**src/rtl/cla_stream_accumulator.sv**
```systemverilog
// Stream accumulator built around a 32-bit carry-look-ahead adder.
// Frame words are summed into a low word; the adder carry-out bumps an
// extension counter, and the frame total is held on a valid/ready port.

// 4-bit look-ahead slice: local sum plus group propagate/generate.
module cla4 (
  input  logic [3:0] a,
  input  logic [3:0] b,
  input  logic       cin,
  output logic [3:0] s,
  output logic       gp,
  output logic       gg
);
  logic [3:0] g, p;
  logic [3:1] c;
  // carries inside the slice resolved in parallel from g/p/cin
  always_comb begin
    g    = a & b;
    p    = a ^ b;
    c[1] = g[0] | (p[0] & cin);
    c[2] = g[1] | (p[1] & g[0]) | (p[1] & p[0] & cin);
    c[3] = g[2] | (p[2] & g[1]) | (p[2] & p[1] & g[0]) | (p[2] & p[1] & p[0] & cin);
    s    = p ^ {c[3], c[2], c[1], cin};
    gp   = &p;
    gg   = g[3] | (p[3] & g[2]) | (p[3] & p[2] & g[1]) | (p[3] & p[2] & p[1] & g[0]);
  end
endmodule

// W-bit adder: array of 4-bit slices chained through group g/p.
module cla_adder #(
  parameter int W = 32
) (
  input  logic [W-1:0] a,
  input  logic [W-1:0] b,
  input  logic         cin,
  output logic [W-1:0] s,
  output logic         cout
);
  localparam int NG = W / 4;
  logic [NG:0]   c;
  logic [NG-1:0] gp, gg;

  assign c[0] = cin;
  assign cout = c[NG];

  genvar i;
  generate
    for (i = 0; i < NG; i++) begin : g_grp
      cla4 u_cla4 (
        .a  (a[4*i +: 4]),
        .b  (b[4*i +: 4]),
        .cin(c[i]),
        .s  (s[4*i +: 4]),
        .gp (gp[i]),
        .gg (gg[i])
      );
      assign c[i+1] = gg[i] | (gp[i] & c[i]);
    end
  endgenerate
endmodule

module cla_stream_accumulator #(
  parameter int DATA_W = 32,
  parameter int EXT_W  = 8,
  parameter int CNT_W  = 16
) (
  input  logic                    clk,
  input  logic                    rst,
  input  logic                    in_valid,
  output logic                    in_ready,
  input  logic [DATA_W-1:0]       in_data,
  input  logic                    in_last,
  output logic                    out_valid,
  input  logic                    out_ready,
  output logic [DATA_W+EXT_W-1:0] out_sum,
  output logic [CNT_W-1:0]        out_count,
  output logic                    out_overflow
);
  typedef enum logic [1:0] {IDLE, ACC, HOLD} state_t;

  state_t            state_q, state_d;
  logic [DATA_W-1:0] acc_lo_q, acc_lo_d;
  logic [EXT_W-1:0]  ext_q, ext_d;
  logic [CNT_W-1:0]  count_q, count_d;
  logic              ovf_q, ovf_d;

  logic [DATA_W-1:0] sum;
  logic              cout;
  logic              accept;

  cla_adder #(.W(DATA_W)) u_add (
    .a   (acc_lo_q),
    .b   (in_data),
    .cin (1'b0),
    .s   (sum),
    .cout(cout)
  );

  assign in_ready     = (state_q != HOLD);
  assign out_valid    = (state_q == HOLD);
  assign accept       = in_valid & in_ready;
  assign out_sum      = {ext_q, acc_lo_q};
  assign out_count    = count_q;
  assign out_overflow = ovf_q;

  // next-state: accumulate on accept, clear after the result handshake
  always_comb begin
    state_d  = state_q;
    acc_lo_d = acc_lo_q;
    ext_d    = ext_q;
    count_d  = count_q;
    ovf_d    = ovf_q;
    if (accept) begin
      acc_lo_d = sum;
      ext_d    = ext_q + EXT_W'(cout);
      ovf_d    = ovf_q | (cout & (&ext_q));
      count_d  = (&count_q) ? count_q : count_q + CNT_W'(1);
      state_d  = in_last ? HOLD : ACC;
    end else if (state_q == HOLD && out_ready) begin
      state_d  = IDLE;
      acc_lo_d = '0;
      ext_d    = '0;
      count_d  = '0;
      ovf_d    = 1'b0;
    end
  end

  // state registers with synchronous reset
  always_ff @(posedge clk) begin
    if (rst) begin
      state_q  <= IDLE;
      acc_lo_q <= '0;
      ext_q    <= '0;
      count_q  <= '0;
      ovf_q    <= 1'b0;
    end else begin
      state_q  <= state_d;
      acc_lo_q <= acc_lo_d;
      ext_q    <= ext_d;
      count_q  <= count_d;
      ovf_q    <= ovf_d;
    end
  end
endmodule

```
**config.mk**
```make
export PLATFORM = sky130hd
export DESIGN_NAME = cla_stream_accumulator
export DESIGN_NICKNAME = d
export VERILOG_FILES = /design/src/rtl/cla_stream_accumulator.sv
export SDC_FILE = /design/constraint.sdc
export NUM_CORES = 1
export LEC_CHECK = 0
export ABC_AREA = 1
export CORE_MARGIN = 2
export CORE_UTILIZATION = 53
export CTS_CLUSTER_DIAMETER = 120
export DETAILED_ROUTE_END_ITERATION = 10
export PLACE_DENSITY = 0.95
export SYNTH_ARGS = -nofsm -noshare
export SYNTH_HDL_FRONTEND = slang
export SYNTH_SLANG_ARGS = --single-unit
```
**constraint.sdc**
```tcl
create_clock -name clk -period 7.8 [get_ports clk]
set_input_delay 0.78 -clock clk [delete_from_list [all_inputs] [get_ports clk]]
set_output_delay 0.78 -clock clk [all_outputs]
set_load 0.005 [all_outputs]
```
=== Word level (Yosys, flattened, before mapping) ===
Index checks and enable logic that the tools add are counted.

* Input port bits: 37
* Output and inout port bits: 59
* Flip-flop bits (word level): 59

* Bitwise gates (word level): 217
* Muxes and demuxes: 12
* Reduce and logical (&&, ||, !) cells: 12
* Add/sub/neg operators: 2
* Eq/ne operators: 3

{| class="wikitable"
|+ Operators by type and width
! kind !! count
|-
| AND 1 bit || 116
|-
| bitwise OR 1 bit || 77
|-
| two-way mux 32 bit || 2
|-
| bitwise XOR 4 bit || 16
|-
| two-way mux 16 bit || 3
|-
| AND 4 bit || 8
|-
| AND reduction 4 bit || 7
|-
| adder 16 x 1 -> 16 bit, second input constant || 1
|-
| two-way mux 8 bit || 2
|-
| AND reduction 16 bit || 1
|-
| adder 8 x 1 -> 8 bit || 1
|-
| AND reduction 8 bit || 1
|-
| two-way mux 2 bit || 3
|-
| inequality test 2 bit, second input constant || 2
|-
| equality test 2 bit, second input constant || 1
|-
| two-way mux 1 bit || 2
|-
| AND reduction 2 bit || 1
|-
| nonzero test 2 bit || 1
|-
| logical AND 1 bit || 1
|}

=== Logic depth before layout (Yosys ltp) ===
* Depth after elaboration: 22
* Mapped depth: 28
* Depth with buffers taken out: 28

=== By module ===
Synthesis repeated with hierarchy kept, for this count alone.

* Cells, all modules: 585
* Area total of the unflattened synthesis: 4301.6 um^2

{| class="wikitable"
|+ Modules (own cells, without submodules)
! module !! area an instance (um^2) !! seq. area each (um^2) !! cells each !! instances
|-
| cla_stream_accumulator || 2567.5 || 1181.1 || 305 || 1
|-
| cla4 || 201.4 || 0.0 || 32 || 8
|-
| cla_adder || 122.6 || 0.0 || 24 || 1
|}

=== Least setup slack after synthesis ===
Ideal clock, no wire load.

* Kind: in2reg
* From: input in_data[3]
* To: register ext_q[2]
* Stages: 25
* Buffers on the path: 0
* Path slack: 4565 ps
* Arrival time: 3140 ps
* Path through: ha_1 or2_0 nand2_1 nand2_2 nand2_2 nand2_4 nand2_4 nand2_4 nand2_4 nand2_4 nand2_4 nand2_4 nand2_4 nand2_4 nand2_4 nand2_4 nand2_2 nand2_2 nand2_2 nand2_2 ha_1 ha_1 nand2_1 nand2_1 a221oi_1

* Word-level cells in the longest chain between the ends: 21
* Elaborated cells on any way between the ends: 26
* Those cells by class: add/sub: 1; mux: 1; bitwise: 24

{| class="wikitable"
|+ Ends and longest elaborated chain
! what !! line !! RTL
|-
| start, declared || 71 || <nowiki>input logic [DATA_W-1:0] in_data,</nowiki>
|-
| bitwise XOR 4 bit || 19 || <nowiki>p = a ^ b;</nowiki>
|-
| AND 1 bit || 25 || <nowiki>gg = g[3] | (p[3] & g[2]) | (p[3] & p[2] & g[1]) | (p[3] & p[2] & p[1] & g[0]);</nowiki>
|-
| bitwise OR 1 bit or AND 1 bit (tied branches) (2 in series) || 25 ||
|-
| bitwise OR 1 bit (*) || 25 ||
|-
| AND 1 bit (*) || 57 || <nowiki>assign c[i+1] = gg[i] | (gp[i] & c[i]);</nowiki>
|-
| bitwise OR 1 bit (*) || 57 ||
|-
| AND 1 bit (*) || 57 ||
|-
| bitwise OR 1 bit (*) || 57 ||
|-
| [... 4 more ...] || - ||
|-
| AND 1 bit (*) || 57 ||
|-
| bitwise OR 1 bit (*) || 57 ||
|-
| AND 1 bit (*) || 57 ||
|-
| bitwise OR 1 bit (*) || 57 ||
|-
| AND 1 bit (*) || 57 ||
|-
| bitwise OR 1 bit (*) || 57 ||
|-
| adder 8 x 1 -> 8 bit (*) || 115 || <nowiki>ext_d = ext_q + EXT_W'(cout);</nowiki>
|-
| two-way mux 8 bit (*) || 113 || <nowiki>if (accept) begin</nowiki>
|-
| end signal, assigned || 139 || <nowiki>ext_q <= ext_d;</nowiki>
|-
| end, declared || 83 || <nowiki>logic [EXT_W-1:0] ext_q, ext_d;</nowiki>
|}

Mark *: on every way between the ends. The rest lies on a longest branch, timed or not.
A chain may end at the register's enable or synchronous reset.

=== Worst setup path in the final report ===
* From: input in_data[2]
* To: register ext_q[7]

* Word-level cells in the longest chain between the ends: 21
* Elaborated cells on any way between the ends: 26
* Those cells by class: add/sub: 1; mux: 1; bitwise: 24

{| class="wikitable"
|+ Ends and longest elaborated chain
! what !! line
|-
| AND 4 bit or bitwise XOR 4 bit (tied branches) || 18, 19
|-
| AND 1 bit || 25
|-
| bitwise OR 1 bit or AND 1 bit (tied branches) (2 in series) || 25
|-
| bitwise OR 1 bit (*) || 25
|-
| AND 1 bit (*) || 57
|-
| bitwise OR 1 bit (*) || 57
|-
| AND 1 bit (*) || 57
|-
| bitwise OR 1 bit (*) || 57
|-
| [... 4 more ...] || -
|-
| AND 1 bit (*) || 57
|-
| bitwise OR 1 bit (*) || 57
|-
| AND 1 bit (*) || 57
|-
| bitwise OR 1 bit (*) || 57
|-
| AND 1 bit (*) || 57
|-
| bitwise OR 1 bit (*) || 57
|-
| adder 8 x 1 -> 8 bit (*) || 115
|-
| two-way mux 8 bit (*) || 113
|}

Marked as above.

==> results <==
- Between clock sinks in the finished design, the worst skew comes to between 0.015 and 0.02 ns.
- After detailed routing, the number of vias per cell comes to roughly 5.5.
- The biggest area contributor in the post-synthesis netlist is dfxtp_1.
- Before antenna repair, the detailed router went through 4 iterations.
- In this run, the number of DRC markers left after iteration 0 of detailed routing was between 100 and 150.
- IR analysis of the VDD net gives a maximum drop of about 120 uV.
- The mean cell area of the mapped netlist is 7.58 um^2.
- For this run, the top clock speed supported by timing is about 0.27 GHz.
- The count of clock tree sinks is a little under 60.
- The post-detailed-route wirelength per cell is about 14 um.
- The run finished with clean final reports.
- The routed design has 9340 um of wire.
- Clock-pin slew was measured on the worst setup and hold paths at about 0.080 ns.
- The final worst-path cycle share is 0.473.
- The post-synthesis cell type count is 37.
- The residual overflow from global routing is 0.
- From synthesis to final layout, the design area changed by 32.1%.
- The via count of the first global-routing pass is ~3,500.
- The initial antenna violation count is 0.
- Dividing total power by cell area gives a power density of approximately 180 nW/um^2.
- The kind of cell adding the most delay to the critical path is simple AND/OR/NAND/NOR gates.
- The wire length of the first global-routing pass is roughly 15,000 um.
- The slowest stage of the critical path is the clkdlybuf4s50_1 cell.
- The minimum clock period is 3.69 ns.
- The setup path with the least slack is of type input port to flop.
- The worst path meets setup with about 4.1 ns of slack.
- After legalization and detailed placement, the total HPWL measured 6820 um.
- STA classifies the critical path startpoint as an input port.
- The overall die height is about 87 um.
- STA classifies the critical path endpoint as a flop.
- The standard cell core area is a little under 7000 um^2.
- The combined area of all synthesized cells is around 3700 um^2.
- Routability-driven placement finished with a final weighted congestion of roughly 0.87.
- The number of buffers and inverters on the critical path is 1.
- The share of layout cells above drive strength 1 is 0.0995.
- The routed layout has around 3,600 vias.
- The master cell of the clock root buffer is clkbuf_8.
- The minimum setup slack among reg-to-reg paths is ~4.6 ns.
- TritonCTS built the clock tree.
- The H-tree depth is 3.
- The buffers inserted during post-CTS setup optimization is 0.
- The arrival time of data at the critical path endpoint is 3.94 ns.
- Summing all flip-flop and latch instances after layout gives 1180 um^2.
- The share of synthesized area in the top cell type comes to 0.322.
- In this run the tool buffered the top-level ports with 95 buffer cells.
- The final setup TNS is 0 ns.
- After clock tree synthesis, the flow added hold-fix buffers numbering 0.
- The global routing usage summed across all routing layers is 0.252.
- The tightest hold path in the finished design has a slack of 0.483 ns.
- In this run the horizontal extent of the chip is about 87 um.
- Yosys mapped a number of flops with a built-in enable equal to 0.
- The detail route stage leaves a number of antenna-violating nets equal to 0.
- Clock latency on the worst-skew pair, taken at its later pin, is around 0.35 ns.
- Counting flops with an async set or reset pin after synthesis yields a share of 0.
- In the synthesized netlist the dominant register cell turns out to be dfxtp_1.
- After filler insertion, the fill cell instance count of the layout stands at just over 500.
- Max-cap violations in this run came to 0.
- The Yosys warning count is 0.
- The class of the most critical hold timing path is flop to flop.
- The actual slew at the worst max-slew pin is roughly 1.2 ns.
- The register area share after synthesis is 0.322.
- The worst pin sits at a relative slew slack of 0.223.
- The number of primary I/O pins is 96.
- The total of flip-flops plus latches after synthesis is 59.
- The final net count is 658.
- The peak per-stage delay on the critical path is 0.40 ns.
- The number of max-slew violations in the final report is 0.
- The number of instances resized during post-cts repair is 0.
- Before CTS, the worst setup slack after placement is 3.79 ns.
- The post-synth net total is roughly 560.
- The overall die area is roughly 7600 um^2.
- In the post-synthesis netlist, the biggest area contributors are dfxtp_1, nand2_1, ha_1.
- The critical path required time is 8.05 ns.
- The starting density of the core is 0.543.
- In the final layout, the multi-input gates occupy between 2000 and 2500 um^2.
- The maximum number of pins on one net before global-route repair is 45.
- Ranked by instance count, the synthesized netlist is headed by nand2_1, a21oi_1, dfxtp_1.
- Yosys instantiated no cell more often than nand2_1.
- The clock passes through at most 2 buffers.
- The number of rows in the core area is 30.
- Synthesis handed over a netlist of approximately 480 instances.
- In this run the static leakage power is between 2 and 2.5 nW.
- Setup violations remaining at the end of the flow were counted as 0.
- The largest fanout on the critical path is 4.
- After detailed routing, the number of remaining DRC violations is 0.
- The cell occurring most often along the worst timing path is nand2_4.
- The repair_antennas step left the layout with diodes totalling 0.
- Setup repair after global routing left no endpoint under its margin.
- The final number of hold-violating endpoints was 0.
- TritonCTS created 9 clock buffers.
## cells in the final DEF, fill, tap and decap left out, types with 3 or more instances in the layout
cell type / Yosys / layout
xor2_1: 9 / 9
nand2_1: 122 / 122
nor2_1: 24 / 24
fa_1: 8 / 8
clkbuf_8: 0 / 9
nor3_1: 12 / 12
clkdlybuf4s50_1: 0 / 94
dfxtp_1: 59 / 59
a21o_1: 4 / 4
inv_2: 3 / 3
nor2_2: 3 / 3
nand4_1: 6 / 6
nand3_1: 13 / 13
a211oi_1: 6 / 6
o21ai_0: 9 / 9
nand2_2: 11 / 11
inv_1: 39 / 39
a31oi_1: 4 / 4
ha_1: 35 / 35
a21oi_1: 70 / 70
or2_2: 4 / 4
clkinvlp_4: 0 / 3
nand2_4: 11 / 11
## worst paths after layout
path,from,end,cells after the start
setup / recovery,in_data[2],ext_q[7]$_SDFFE_PP0P_,29
hold / removal,out_overflow$_SDFFE_PP0P_,out_overflow$_SDFFE_PP0P_,2
setup reg to reg,acc_lo_q[2]$_SDFFE_PP0P_,ext_q[7]$_SDFFE_PP0P_,28
hold reg to reg,out_overflow$_SDFFE_PP0P_,out_overflow$_SDFFE_PP0P_,2
## through the flow
step / power (W) / utilization / std cells / area, um^2
CTS: 0.000864 / 0.717 / 663 / 4850
finish: 0.000863 / 0.717 / 663 / 4850
floorplan: 0.000509 / - / 484 / 3670
detailed placement: 0.000611 / 0.691 / 647 / 4670
global route: 0.000913 / 0.717 / 663 / 4850
global placement: 0.000598 / 0.691 / 647 / 4670
## area by class of cell
| type | instances | area share |
|---|---|---|
| clock buffer | 9 | 0.0256 |
| clock inverter | 7 | 0.0111 |
| inverter | 43 | 0.0333 |
| multi-input combinational | 369 | 0.469 |
| sequential | 59 | 0.244 |
| tap | 80 | 0.0207 |
| timing repair buffer | 96 | 0.197 |
## registers in the layout (all words and copies together), names as in the netlist
name and flops:
state_q 2, ext_q 8, acc_lo_q 32, out_overflow 1
out_count 16
## logic make-up after synthesis
kind of cell    Yosys count  share of synthesized area
buf+inv                  56                     0.0583
flops                    59                      0.322
compound gates          101                      0.153
fa+ha+maj                43                      0.163
xor+xnor                  9                     0.0215
simple gates            216                      0.282
## where the power goes
| group | leakage (nW) | internal [W] | switching [W] |
|---|---|---|---|
| Combinational | 1.57 | 0.000126 | 0.000136 |
| Clock | 0.0818 | 0.000117 | 0.000138 |
| Sequential | 0.482 | 0.000325 | 0.0000223 |
## worst reg2reg max path, delay by kind of cell, from the launching register on
family | cells | cell delay [ns]
AOI/OAI and AO/OA | 2 | 0.26
DFF | 1 | 0.33
adders and majority gates | 2 | 0.53
and+or+nand+nor | 24 | 1.94
## per-layer routing
layer  GRT usage  routed length [um]  vias to the layer above  part of all wire
met2       0.444                4720                      132              0.51
met5           0                   0                        -                 0
met3      0.0408                 597                       27             0.064
li1            -                   -                     1801                 -
met4       0.113                 295                        0             0.032
met1       0.301                3730                     1663              0.40
Note: power is estimated with default switching activity, not from simulation.
